===== src/rtl/down_sample_multi_pkg.sv =====
// Shared definitions for the multi-mode decimator: reduction mode codes and
// width helpers used by the top level and the group reducer.
package down_sample_multi_pkg;

    typedef logic [1:0] mode_t;

    localparam mode_t MODE_FIRST = 2'b00;
    localparam mode_t MODE_MEAN  = 2'b01;
    localparam mode_t MODE_MAX   = 2'b10;
    localparam mode_t MODE_MIN   = 2'b11;

    // One spare code above MAX_LOG2 so an out-of-range request can be seen and flagged.
    function automatic int ratio_sel_w(input int max_log2);
        return $clog2(max_log2 + 2);
    endfunction

    function automatic int cnt_w(input int max_log2);
        return (max_log2 > 0) ? max_log2 : 1;
    endfunction

endpackage


===== src/rtl/down_sample_multi_reduce.sv =====
// Group reducer: keeps the running accumulator / extremum / first sample of the
// current group and presents the group result including the sample in flight.
module ds_group_reduce
    import down_sample_multi_pkg::*;
#(
    parameter  int DATA_W   = 16,
    parameter  int MAX_LOG2 = 3,
    localparam int RW       = ratio_sel_w(MAX_LOG2),
    localparam int ACC_W    = DATA_W + MAX_LOG2
) (
    input  logic                     clk_i,
    input  logic                     rst_ni,
    input  logic                     clear_i,
    input  logic                     en_i,
    input  logic                     first_i,
    input  logic signed [DATA_W-1:0] sample_i,
    input  mode_t                    mode_i,
    input  logic [RW-1:0]            k_i,
    output logic signed [DATA_W-1:0] reduced_o
);

    logic signed [ACC_W-1:0]  acc_q;
    logic signed [ACC_W-1:0]  acc_d;
    logic signed [ACC_W-1:0]  sample_ext;
    logic signed [ACC_W-1:0]  upd;
    logic signed [ACC_W-1:0]  shifted;
    logic signed [DATA_W-1:0] held;

    // For max/min/first the register holds a sign-extended sample, so one
    // register serves every mode; a mode change always restarts the group.
    always_comb begin
        sample_ext = ACC_W'(sample_i);
        held       = acc_q[DATA_W-1:0];
        upd        = acc_q;
        case (mode_i)
            MODE_MEAN: upd = first_i ? sample_ext : (acc_q + sample_ext);
            MODE_MAX:  if (first_i || (sample_i > held)) upd = sample_ext;
            MODE_MIN:  if (first_i || (sample_i < held)) upd = sample_ext;
            default:   if (first_i) upd = sample_ext;
        endcase
        shifted   = upd >>> k_i;
        reduced_o = (mode_i == MODE_MEAN) ? DATA_W'(shifted) : DATA_W'(upd);
        acc_d     = acc_q;
        if (clear_i) begin
            acc_d = '0;
        end else if (en_i) begin
            acc_d = upd;
        end
    end

    always_ff @(posedge clk_i or negedge rst_ni) begin
        if (!rst_ni) begin
            acc_q <= '0;
        end else begin
            acc_q <= acc_d;
        end
    end

endmodule


===== src/rtl/down_sample_multi.sv =====
// Run-time configurable decimator: every 2^k valid samples yield one output
// (first, mean, max or min of the group) one clock after the group closes.
module down_sample_multi
    import down_sample_multi_pkg::*;
#(
    parameter  int DATA_W   = 16,
    parameter  int MAX_LOG2 = 3,
    localparam int RW       = ratio_sel_w(MAX_LOG2),
    localparam int CW       = cnt_w(MAX_LOG2)
) (
    input  logic                     i_clk,
    input  logic                     i_rst,
    input  logic                     i_clr,
    input  logic                     i_valid,
    input  logic signed [DATA_W-1:0] i_data,
    input  logic [RW-1:0]            i_log2_ratio,
    input  logic [1:0]               i_mode,
    output logic                     o_valid,
    output logic signed [DATA_W-1:0] o_data,
    output logic                     o_cfg_err
);

    logic [RW-1:0]            k_in;
    logic [RW-1:0]            k_q;
    mode_t                    mode_q;
    logic [CW-1:0]            cnt_q;
    logic [CW-1:0]            cnt_d;
    logic [CW-1:0]            cnt_cur;
    logic [CW-1:0]            last_idx;
    logic                     bad_ratio;
    logic                     cfg_change;
    logic                     accept;
    logic                     first_s;
    logic                     last_s;
    logic                     red_clear;
    logic                     valid_q;
    logic                     valid_d;
    logic signed [DATA_W-1:0] data_q;
    logic signed [DATA_W-1:0] data_d;
    logic                     err_q;
    logic                     err_d;
    logic signed [DATA_W-1:0] reduced;

    // The incoming (clamped) config drives the datapath directly: it equals the
    // registered copy except in a change cycle, where the new config must apply.
    always_comb begin
        bad_ratio  = (i_log2_ratio > RW'(MAX_LOG2));
        k_in       = bad_ratio ? RW'(MAX_LOG2) : i_log2_ratio;
        cfg_change = (k_in != k_q) || (i_mode != mode_q);
        cnt_cur    = cfg_change ? '0 : cnt_q;
        last_idx   = '0;
        for (int i = 0; i < CW; i++) begin
            last_idx[i] = (i < int'(k_in));
        end
        accept    = i_valid && !i_clr;
        first_s   = (cnt_cur == '0);
        last_s    = (cnt_cur == last_idx);
        red_clear = i_clr || (cfg_change && !i_valid);
    end

    ds_group_reduce #(
        .DATA_W   (DATA_W),
        .MAX_LOG2 (MAX_LOG2)
    ) u_reduce (
        .clk_i     (i_clk),
        .rst_ni    (i_rst),
        .clear_i   (red_clear),
        .en_i      (accept),
        .first_i   (first_s),
        .sample_i  (i_data),
        .mode_i    (i_mode),
        .k_i       (k_in),
        .reduced_o (reduced)
    );

    // A clear or a config change drops any partial group before this cycle's sample counts.
    always_comb begin
        cnt_d = cnt_q;
        if (i_clr || cfg_change) begin
            cnt_d = '0;
        end
        if (accept) begin
            cnt_d = last_s ? '0 : (cnt_cur + CW'(1));
        end
        valid_d = accept && last_s;
        data_d  = valid_d ? reduced : data_q;
        err_d   = i_clr ? 1'b0 : (err_q || bad_ratio);
    end

    always_ff @(posedge i_clk or negedge i_rst) begin
        if (!i_rst) begin
            k_q     <= '0;
            mode_q  <= MODE_FIRST;
            cnt_q   <= '0;
            valid_q <= 1'b0;
            data_q  <= '0;
            err_q   <= 1'b0;
        end else begin
            k_q     <= k_in;
            mode_q  <= i_mode;
            cnt_q   <= cnt_d;
            valid_q <= valid_d;
            data_q  <= data_d;
            err_q   <= err_d;
        end
    end

    assign o_valid   = valid_q;
    assign o_data    = data_q;
    assign o_cfg_err = err_q;

endmodule

===== config.mk =====
export PLATFORM = sky130hd
export DESIGN_NAME = down_sample_multi
export DESIGN_NICKNAME = d
export VERILOG_FILES = /design/src/rtl/down_sample_multi_pkg.sv /design/src/rtl/down_sample_multi_reduce.sv /design/src/rtl/down_sample_multi.sv
export SDC_FILE = /design/constraint.sdc
export NUM_CORES = 1
export LEC_CHECK = 0
export CORE_ASPECT_RATIO = 0.9
export CORE_MARGIN = 5
export CORE_UTILIZATION = 40
export CTS_CLUSTER_SIZE = 30
export DETAILED_ROUTE_END_ITERATION = 10
export PLACE_DENSITY = 0.56
export SLEW_MARGIN = 30
export SYNTH_ARGS = -nofsm -noshare
export SYNTH_HDL_FRONTEND = slang
export SYNTH_SLANG_ARGS = --single-unit

===== constraint.sdc =====
create_clock -name i_clk -period 3.65 [get_ports i_clk]
set_clock_uncertainty 0.2 [all_clocks]
set_input_delay 0.73 -clock i_clk [delete_from_list [all_inputs] [get_ports i_clk]]
set_output_delay 0.73 -clock i_clk [all_outputs]
set_load 0.02 [all_outputs]

* Word-level counts from Yosys, hierarchy flattened
Index checks and enable logic that the tools add are counted.
Word-level totals: input bits 25, bits in latches 0, flip-flop bits (word level) 45, memories kept 0, RAM bits 0, logic and storage cells 50, memory bits (read-only) 0, output and inout port bits 18
Cells by class: reduce and logical (&&, ||, !) cells 14, multiply operators 0, div/mod/pow operators 0, eq/ne operators 6, order comparisons 6, $add $sub $neg 2, shift-type cells 1, mux-type cells 14, bitwise gates (word level) 0
Operator list (count):
- 2-to-1 mux 19 bit | 6
- case mux 19 bit (3 select lines) | 1
- adder 19 x 16 -> 19 bit | 1
- >>> shifter 19 x 3 -> 16 bit | 1
- greater-than comparator 16 bit | 1
- < comparator 16 bit | 1
- 2-to-1 mux 16 bit | 1
- 2-to-1 mux 3 bit | 5
- logical OR 1 bit | 6
- < comparator 1 x 3 -> 1 bit (first input constant) | 2
- equality test 2 bit (second input constant) | 2
- nonzero test 2 bit | 2
- adder 3 x 1 -> 3 bit (second input constant) | 1
- equality test 3 bit | 1
- greater-than comparator 3 x 2 -> 1 bit (second input constant) | 1
- logical AND 1 bit | 3
- zero test 3 bit | 1
- < comparator 2 x 3 -> 1 bit (first input constant) | 1
- != test 3 bit | 1
- equality test 2 x 1 -> 1 bit (second input constant) | 1
- zero test 1 bit | 2
- != test 2 bit | 1
- 2-to-1 mux 1 bit | 1

* Logic depth before layout (Yosys ltp)
Gate-level depths: netlist of the first run.
depth after elaboration 11, gate-level depth with buffers 15, gate-level depth less buffers 13

* By module
From an unflattened synthesis of the first run, not the netlist that was laid out.
Second synthesis, totals: cells, all modules 655, area, all modules 5429.0 sq um
By module, submodules not included:
- ds_group_reduce | instances 1, seq. area each 475.5 sq um, cells each 566, area an instance 4235.3 sq um
- down_sample_multi | instances 1, seq. area each 650.6 sq um, cells each 89, area an instance 1193.6 sq um

* Least setup slack after synthesis of the first run
Ideal clock, no wire load.
kind in2reg, start point input i_log2_ratio[1], end point register data_q[4], in the netlist o_data[4], cell stages on the path 14, library setup time 136 ps, setup slack -148 ps, required time 3314 ps, arrival 3463 ps, path buffers 1, path through nor2_2 -> inv_2 -> or3_4 -> a2111oi_4 -> nand2_2 -> ha_1 -> and2_4 -> buf_6 -> a31oi_1 -> mux2_2 -> a32oi_1 -> nand2_1 -> o21ai_0 -> a211oi_1
Between the ends: cells in the longest elaborated chain, start to end 11, elaborated cells between the ends (all ways) 20, those cells by class order compare (4); eq/ne (2); shift (1); mux (8); reduce/logical (5)
Ends and longest elaborated chain:
- start: declaration | line down_sample_multi.sv:16 | input logic [RW-1:0] i_log2_ratio,
- greater-than comparator 3 x 2 -> 1 bit | line down_sample_multi.sv:47 | bad_ratio = (i_log2_ratio > RW'(MAX_LOG2));
- 2-to-1 mux 3 bit (*) | line down_sample_multi.sv:48 | k_in = bad_ratio ? RW'(MAX_LOG2) : i_log2_ratio;
- named net k_in[1] | line down_sample_multi.sv:23 | logic [RW-1:0] k_in;
- != test 3 bit | line down_sample_multi.sv:49 | cfg_change = (k_in != k_q) || (i_mode != mode_q);
- logical OR 1 bit | line down_sample_multi.sv:49
- 2-to-1 mux 3 bit | line down_sample_multi.sv:50 | cnt_cur = cfg_change ? '0 : cnt_q;
- zero test 3 bit | line down_sample_multi.sv:56 | first_s = (cnt_cur == '0);
- logical OR 1 bit (on tied branches) | line down_sample_multi_reduce.sv:38, down_sample_multi_reduce.sv:37
- 2-to-1 mux 19 bit (on tied branches) | line down_sample_multi_reduce.sv:38, down_sample_multi_reduce.sv:37
- case mux 19 bit (3 select lines) | line down_sample_multi_reduce.sv:35 | case (mode_i)
- >>> shifter 19 x 3 -> 16 bit | line down_sample_multi_reduce.sv:41 | shifted = upd >>> k_i;
- 2-to-1 mux 16 bit | line down_sample_multi_reduce.sv:42 | reduced_o = (mode_i == MODE_MEAN) ? DATA_W'(shifted) : DATA_W'(upd);
- end signal: assignment | line down_sample_multi.sv:103 | data_q <= data_d;
- end: declaration | line down_sample_multi.sv:38 | logic signed [DATA_W-1:0] data_q;
The timed path passes the listed nets; every way through them passes the cells marked *. A chain may end at the register's enable or synchronous reset.

* Worst setup path in the final report of the first run
start point input i_log2_ratio[1], end point register data_q[10], in the netlist o_data[10]
Same word-level chain as after synthesis.

==> results of run 1 <==
==> area by class of cell <==
cell class	instances	area, µm²
Fill cell	1050	4430
Multi-Input combinational cell	507	4350
Timing Repair Buffer	273	2190
Sequential cell	45	1130
Tap cell	164	205
Inverter	42	165
Clock buffer	7	143
Clock inverter	1	30.0
==> metal layers <==
layer / global-route usage / vias up
li1: - / 2863
met2: 0.424 / 250
met5: 0 / -
met3: 0.0358 / 52
met4: 0.103 / 0
met1: 0.339 / 3021
==> placed cells by master (no fill, tap or decap), types with 6 or more instances in the layout <==
master,synthesis,layout
a21oi_2,1,9
nand4_1,11,11
a31oi_1,10,6
a21oi_1,41,31
nor3_2,5,9
nor3_1,19,13
ha_1,36,13
o211ai_1,11,11
nand3_1,26,25
dlygate4sd2_1,0,7
o21ai_1,5,6
xnor2_1,7,6
nor2_1,46,38
nor2_2,1,8
nand2_1,60,57
o21ai_0,29,25
a22o_1,10,10
buf_6,8,11
clkdlybuf4s50_1,0,21
o22ai_1,6,6
buf_4,6,219
nand2b_1,8,7
ha_4,0,20
dfrtp_1,45,45
a211o_1,7,7
nor2b_1,8,7
mux2i_1,9,6
inv_1,38,36
==> worst max-delay path: cells and delay by family <==
kind / cells / cell delay (ns)
AO/OA/AOI/OAI: 2 / 0.59
adder cells (fa/ha/maj): 1 / 0.20
buffers and inverters: 3 / 0.30
multiplexers: 3 / 0.71
AND/OR/NAND/NOR: 5 / 1.13
==> stage by stage <==
stage | cell area, µm² | setup slack, ns | setup TNS, ns | cells | utilization
after CTS | 7850 | 0.0123 | 0 | 1028 | 0.621
final | 8210 | -0.0232 | -0.0463 | 1039 | 0.650
after global routing | 8210 | -0.103 | -0.752 | 1039 | 0.650
after detailed placement | 6980 | -0.859 | -17.74 | 984 | 0.552
after floorplan | 5170 | 0.00356 | 0 | 630 | -
after global placement | 6980 | -0.907 | -16.93 | 984 | 0.552
==> how the worst min path moves through the flow <==
| stage | to | slack [ns] | cells after the start |
|---|---|---|---|
| final | u_reduce.acc_q[12]$_DFFE_PN0P_ | 0.23 | 1 |
| after global routing | u_reduce.acc_q[13]$_DFFE_PN0P_ | 0.29 | 1 |
| after CTS | u_reduce.acc_q[13]$_DFFE_PN0P_ | 0.25 | 1 |
| after detailed placement | o_data[5]$_DFFE_PN0P_ | 0.27 | 2 |
| after global placement | o_data[5]$_DFFE_PN0P_ | 0.27 | 2 |
| after floorplan | cnt_q[0]$_DFFE_PN0P_ | 0.23 | 0 |
==> sequential cells by signal (all words and copies together), names as in the netlist <==
register	count
cnt_q	3
k_q	3
mode_q	2
o_cfg_err	1
o_data	16
o_valid	1
u_reduce.acc_q	19
==> where the power goes <==
part	total, mW	internal [mW]	switching (mW)
Combinational	1.01	0.484	0.523
Clock	0.543	0.343	0.200
Sequential	0.600	0.559	0.0414
Total	2.15	1.39	0.764
==> cell families after synthesis <==
logic type	Yosys count	synth area share
other cells	1	0.000729
mux	13	0.0270
fa+ha+maj	37	0.0914
flops	45	0.219
simple gates	233	0.247
buf+inv	78	0.0763
xor+xnor	12	0.0219
compound gates	211	0.317
==> repair_timing <==
action	4_1_cts	5_1_grt
setup endpoints to repair	27	20
pin swaps	38	58
gates resized for setup	108	82
buffers inserted	36	17
==> flow_summary.json, run 1 <==
{
  "root_buffer": "clkbuf_16",
  "finalCritPeriodShare": 1.01,
  "drv_slew": 0,
  "violations": "setup timing",
  "rows": 39,
  "path_cells": "buf_8 > nor2_4 > inv_2 > or3_4 > a2111oi_4 > nand2_2 > ha_4 > and2_4 > buf_6 > nor3_4 > mux2i_2 > mux2_4 > mux2_4 > o211ai_2",
  "relSlewSlack": 0.617,
  "syn_area_per_cell_um2": 8.17,
  "critPathLaunch": "i_log2_ratio[1]",
  "synth-seq-area-share": 0.219,
  "synth_most_common_cell": "nand2_1",
  "syn-instance-count": 630,
  "totalWireLength_mm": 20.3,
  "ys_types": 100,
  "routed_via_density": 5.95,
  "diodes": 0,
  "vdd_drop_max_v": 0.000237,
  "end_kind": "flop",
  "dieWidth_um": 130,
  "reg2reg_from": "u_reduce.acc_q[5]$_DFFE_PN0P_",
  "p_leak_nw": 3.61,
  "power.total_mw": 2.15,
  "yosysWarnings": 0,
  "clockBufferDepth": 2,
  "reg2reg_slack_ns": 0.08,
  "grt_max_degree": 37,
  "met2_wirelength_mm": 9.93,
  "power.density_nw_per_um2": 262,
  "core_um2": 12600,
  "hpwl_mm": 14.8,
  "cp.arrival_ns": 3.68,
  "wl_met1_mm": 8.57,
  "grt_pass1_vias": 6249,
  "syn2layout_area_growth_pct": 59.5,
  "io_buffer_count": 42,
  "vias": 6186,
  "rsz0062_at_grt": "yes",
  "grt_antenna_before_repair": 0,
  "routedWlPerCell_um": 19.5,
  "clock-sinks": 45,
  "met3_length_mm": 1.06,
  "hp-class": "input pin to async pin",
  "synth_edf_count": 0,
  "fin_ws_ns": -0.0232,
  "drive_gt1_frac": 0.453,
  "worst_hold_slack_ns": 0.231,
  "status": "finished, violations left",
  "ys_top_cells_by_area": "dfrtp_1 22%, ha_1 8.8%, nand2_1 4.4%, a21oi_1 4.0%, nor2_1 3.4%",
  "io_pins": 43,
  "grt_util_all_layers": 0.258,
  "synth-seq-cells": 45,
  "synth_top_area_share": 0.219,
  "grt_overflow": 0,
  "drc_errors": 0,
  "cts_tree": "yes",
  "clkTransAtPathRegs_ns": 0.06,
  "start_util": 0.407,
  "crit_path_max_incr_delay_ns": 0.42,
  "ant_nets": 0,
  "grt_pass1_wl_mm": 31.9,
  "finalCriticalPeriod_ns": 3.67,
  "yosys-top-cells-count": "60 x nand2_1, 46 x nor2_1, 45 x dfrtp_1",
  "worstRegToRegCells": 14,
  "fin_nets": 936,
  "critPathCapture": "o_data[10]$_DFFE_PN0P_",
  "critPathMaxFanout": 7,
  "drtIter0Drc": 491,
  "hold_viol": 0,
  "top_layer": "met4",
  "reg2reg_to": "o_data[13]$_DFFE_PN0P_",
  "synthFlopType": "dfrtp_1",
  "cts_buffers": 5,
  "ctsHtreeMaxLevel": 2,
  "die_h_um": 118,
  "max_freq_mhz": 272,
  "firstDrtPassIters": 5,
  "critPathKind": "input pin to flop",
  "critPathRequiredTime_ns": 3.66,
  "synthesis.nets": 692,
  "setup_viol": 2,
  "yosysTopAreaCell": "dfrtp_1",
  "startpoint_type": "input pin",
  "cap_violations": 0,
  "crit_path_top_delay_cell": "a2111oi_4",
  "netlist_area_um2": 5150,
  "crit_top_cell": "mux2_4",
  "async_reset_ff_frac": 1.00,
  "clock_latency_ns": 0.29,
  "holdBufCountCts": 0,
  "worst_pin_slew_ns": 0.575,
  "gp_congestion": 0.904,
  "fp.dieArea_um2": 15200
}
Note: power is estimated with default switching activity, not from simulation.
==> inputs of run 2 (changes only) <==
--- a/config.mk
+++ b/config.mk
@@ -11,6 +11,7 @@
 export CTS_CLUSTER_SIZE = 30
 export DETAILED_ROUTE_END_ITERATION = 10
 export PLACE_DENSITY = 0.56
+export RECOVER_POWER = 50
 export SLEW_MARGIN = 30
 export SYNTH_ARGS = -nofsm -noshare
 export SYNTH_HDL_FRONTEND = slang
==> run 2 against run 1 <==
- the run still ends with setup timing left
- final cell count unchanged
- critical path depth rose by 6
- clock-buffer cell count did not move
- first-iteration DRC count did not move
- worst setup slack hardly changed
- power hardly changed
- global-route usage did not move
- core utilization about the same
==> flow_summary.json, run 2 (same netlist as run 1, synthesis figures left out) <==
{
  "rsz0062_at_grt": "yes",
  "clock-sinks": 45,
  "top_register": "u_reduce.acc_q",
  "worstRegToRegCells": 14,
  "power.density_nw_per_um2": 262,
  "hold_viol": 0,
  "drtIter0Drc": 491,
  "die_h_um": 118,
  "pwr-share-seq": 0.279,
  "io_pins": 43,
  "vdd_drop_max_v": 0.000237,
  "p_leak_nw": 3.60,
  "grt_pass1_wl_mm": 31.9,
  "critPathRequiredTime_ns": 3.62,
  "grt_max_degree": 37,
  "fin_nets": 936,
  "grt_antenna_before_repair": 0,
  "end_kind": "flop",
  "reg2reg_from": "u_reduce.acc_q[5]$_DFFE_PN0P_",
  "setup_viol": 2,
  "pwr-share-clk": 0.252,
  "cap_violations": 0,
  "holdPathEnd": "o_data[5]$_DFFE_PN0P_",
  "drive_gt1_frac": 0.450,
  "reg2reg_to": "o_data[13]$_DFFE_PN0P_",
  "vias": 6193,
  "ctsHtreeMaxLevel": 2,
  "gp_congestion": 0.904,
  "post-route-util": 0.649,
  "switching_share": 0.356,
  "worst_pin_slew_ns": 1.44,
  "power_frac_comb": 0.468,
  "root_buffer": "clkbuf_16",
  "violations": "setup timing",
  "hold_depth": 2,
  "clockBufferDepth": 2,
  "dieWidth_um": 130,
  "fin_ws_ns": -0.0234,
  "layout_common_cells": "218 x buf_4, 57 x nand2_1, 45 x dfrtp_1",
  "grt_util_all_layers": 0.258,
  "firstDrtPassIters": 5,
  "critPathMaxFanout": 3,
  "diodes": 0,
  "reg2reg_slack_ns": 0.09,
  "mostFrequentLayoutCell": "buf_4",
  "drv_slew": 0,
  "p_int_mw": 1.38,
  "cts_buffers": 5,
  "grt_overflow": 0,
  "grt_pass1_vias": 6249,
  "finalCriticalPeriod_ns": 3.67,
  "core_um2": 12600,
  "syn2layout_area_growth_pct": 59.4,
  "placed_area_um2": 6980,
  "setup-tns-final_ns": -0.0437,
  "cts_tree": "yes",
  "relSlewSlack": 0.0422,
  "max_freq_mhz": 272,
  "startpoint_type": "input pin",
  "fin_cells": 1039,
  "fp.dieArea_um2": 15200,
  "finalCritPeriodShare": 1.01,
  "hpwl_mm": 14.8,
  "routedWlPerCell_um": 19.6,
  "drc_errors": 0,
  "hold_path_startpoint": "o_data[5]$_DFFE_PN0P_",
  "place_ws_ns": -0.859,
  "final_area_um2": 8200,
  "largest_reg_flops": 19,
  "dp_cells": 984,
  "rows": 39,
  "totalWireLength_mm": 20.3,
  "cp.arrival_ns": 3.64,
  "clock_latency_ns": 0.29,
  "start_util": 0.407,
  "io_buffer_count": 42,
  "critPathKind": "input pin to flop",
  "status": "finished, violations left",
  "routed_via_density": 5.96,
  "switchingPower_mw": 0.764,
  "clkTransAtPathRegs_ns": 0.07,
  "ant_nets": 0,
  "hp-class": "flop to flop"
}
[run 2: metal layers]
metal | track usage | up-vias | wire (µm)
met4 | 0.103 | 0 | 725
met2 | 0.424 | 243 | 9940
met1 | 0.339 | 3034 | 8630
li1 | - | 2866 | -
met3 | 0.0358 | 50 | 1020
met5 | 0 | - | 0
[run 2: timing repair]
| item | CTS | global route |
|---|---|---|
| resized for setup | 108 | 82 |
| pin swaps | 38 | 58 |
| setup buffers | 36 | 17 |
| setup endpoints to repair | 27 | 20 |
| hold buffers | 0 | 0 |
[run 2: cell type report]
cell class / count / area [µm²]
clock inverter: 1 / 30.0
timing repair buffer: 273 / 2180
multi-input combinational: 507 / 4350
sequential: 45 / 1130
fill: 1052 / 4430
clock buffer: 7 / 143
inverter: 42 / 165
tap: 164 / 205
[run 2: power by group through the flow]
stage	sequential [mW]	combinational [mW]	clock (mW)
floorplan	0.661	0.385	0
global placement	0.605	0.858	0
detailed placement	0.608	0.866	0
CTS	0.600	0.944	0.552
global route	0.607	1.08	0.571
finish	0.600	1.01	0.542
[run 2: worst max path at each step]
stage | start | end | slack, ns
floorplan | i_log2_ratio[1] | o_data[6]$_DFFE_PN0P_ | 0.004
global placement | i_data[6] | o_data[10]$_DFFE_PN0P_ | -0.91
detailed placement | i_data[6] | o_data[10]$_DFFE_PN0P_ | -0.86
CTS | i_log2_ratio[2] | o_data[10]$_DFFE_PN0P_ | 0.01
global route | i_log2_ratio[1] | cnt_q[2]$_DFFE_PN0P_ | -0.10
finish | i_log2_ratio[1] | cnt_q[1]$_DFFE_PN0P_ | -0.02
[run 2: critical path, stage by stage]
cell	delay, ns
buf_8	0.10
nor2_4	0.11
inv_2	0.05
or3_4	0.38
a2111oi_4	0.42
nand2_2	0.14
buf_4	0.16
buf_6	0.10
buf_4	0.11
buf_4	0.12
buf_4	0.12
buf_4	0.13
buf_4	0.14
buf_4	0.13
buf_4	0.12
buf_4	0.14
inv_4	0.05
ha_4	0.20
a31oi_4	0.16
nor2_2	0.05
[run 2: stage by stage]
step	hold slack, ns	power [mW]
floorplan	0.234	1.05
global placement	0.266	1.46
detailed placement	0.266	1.47
CTS	0.247	2.10
global route	0.316	2.26
finish	0.280	2.15
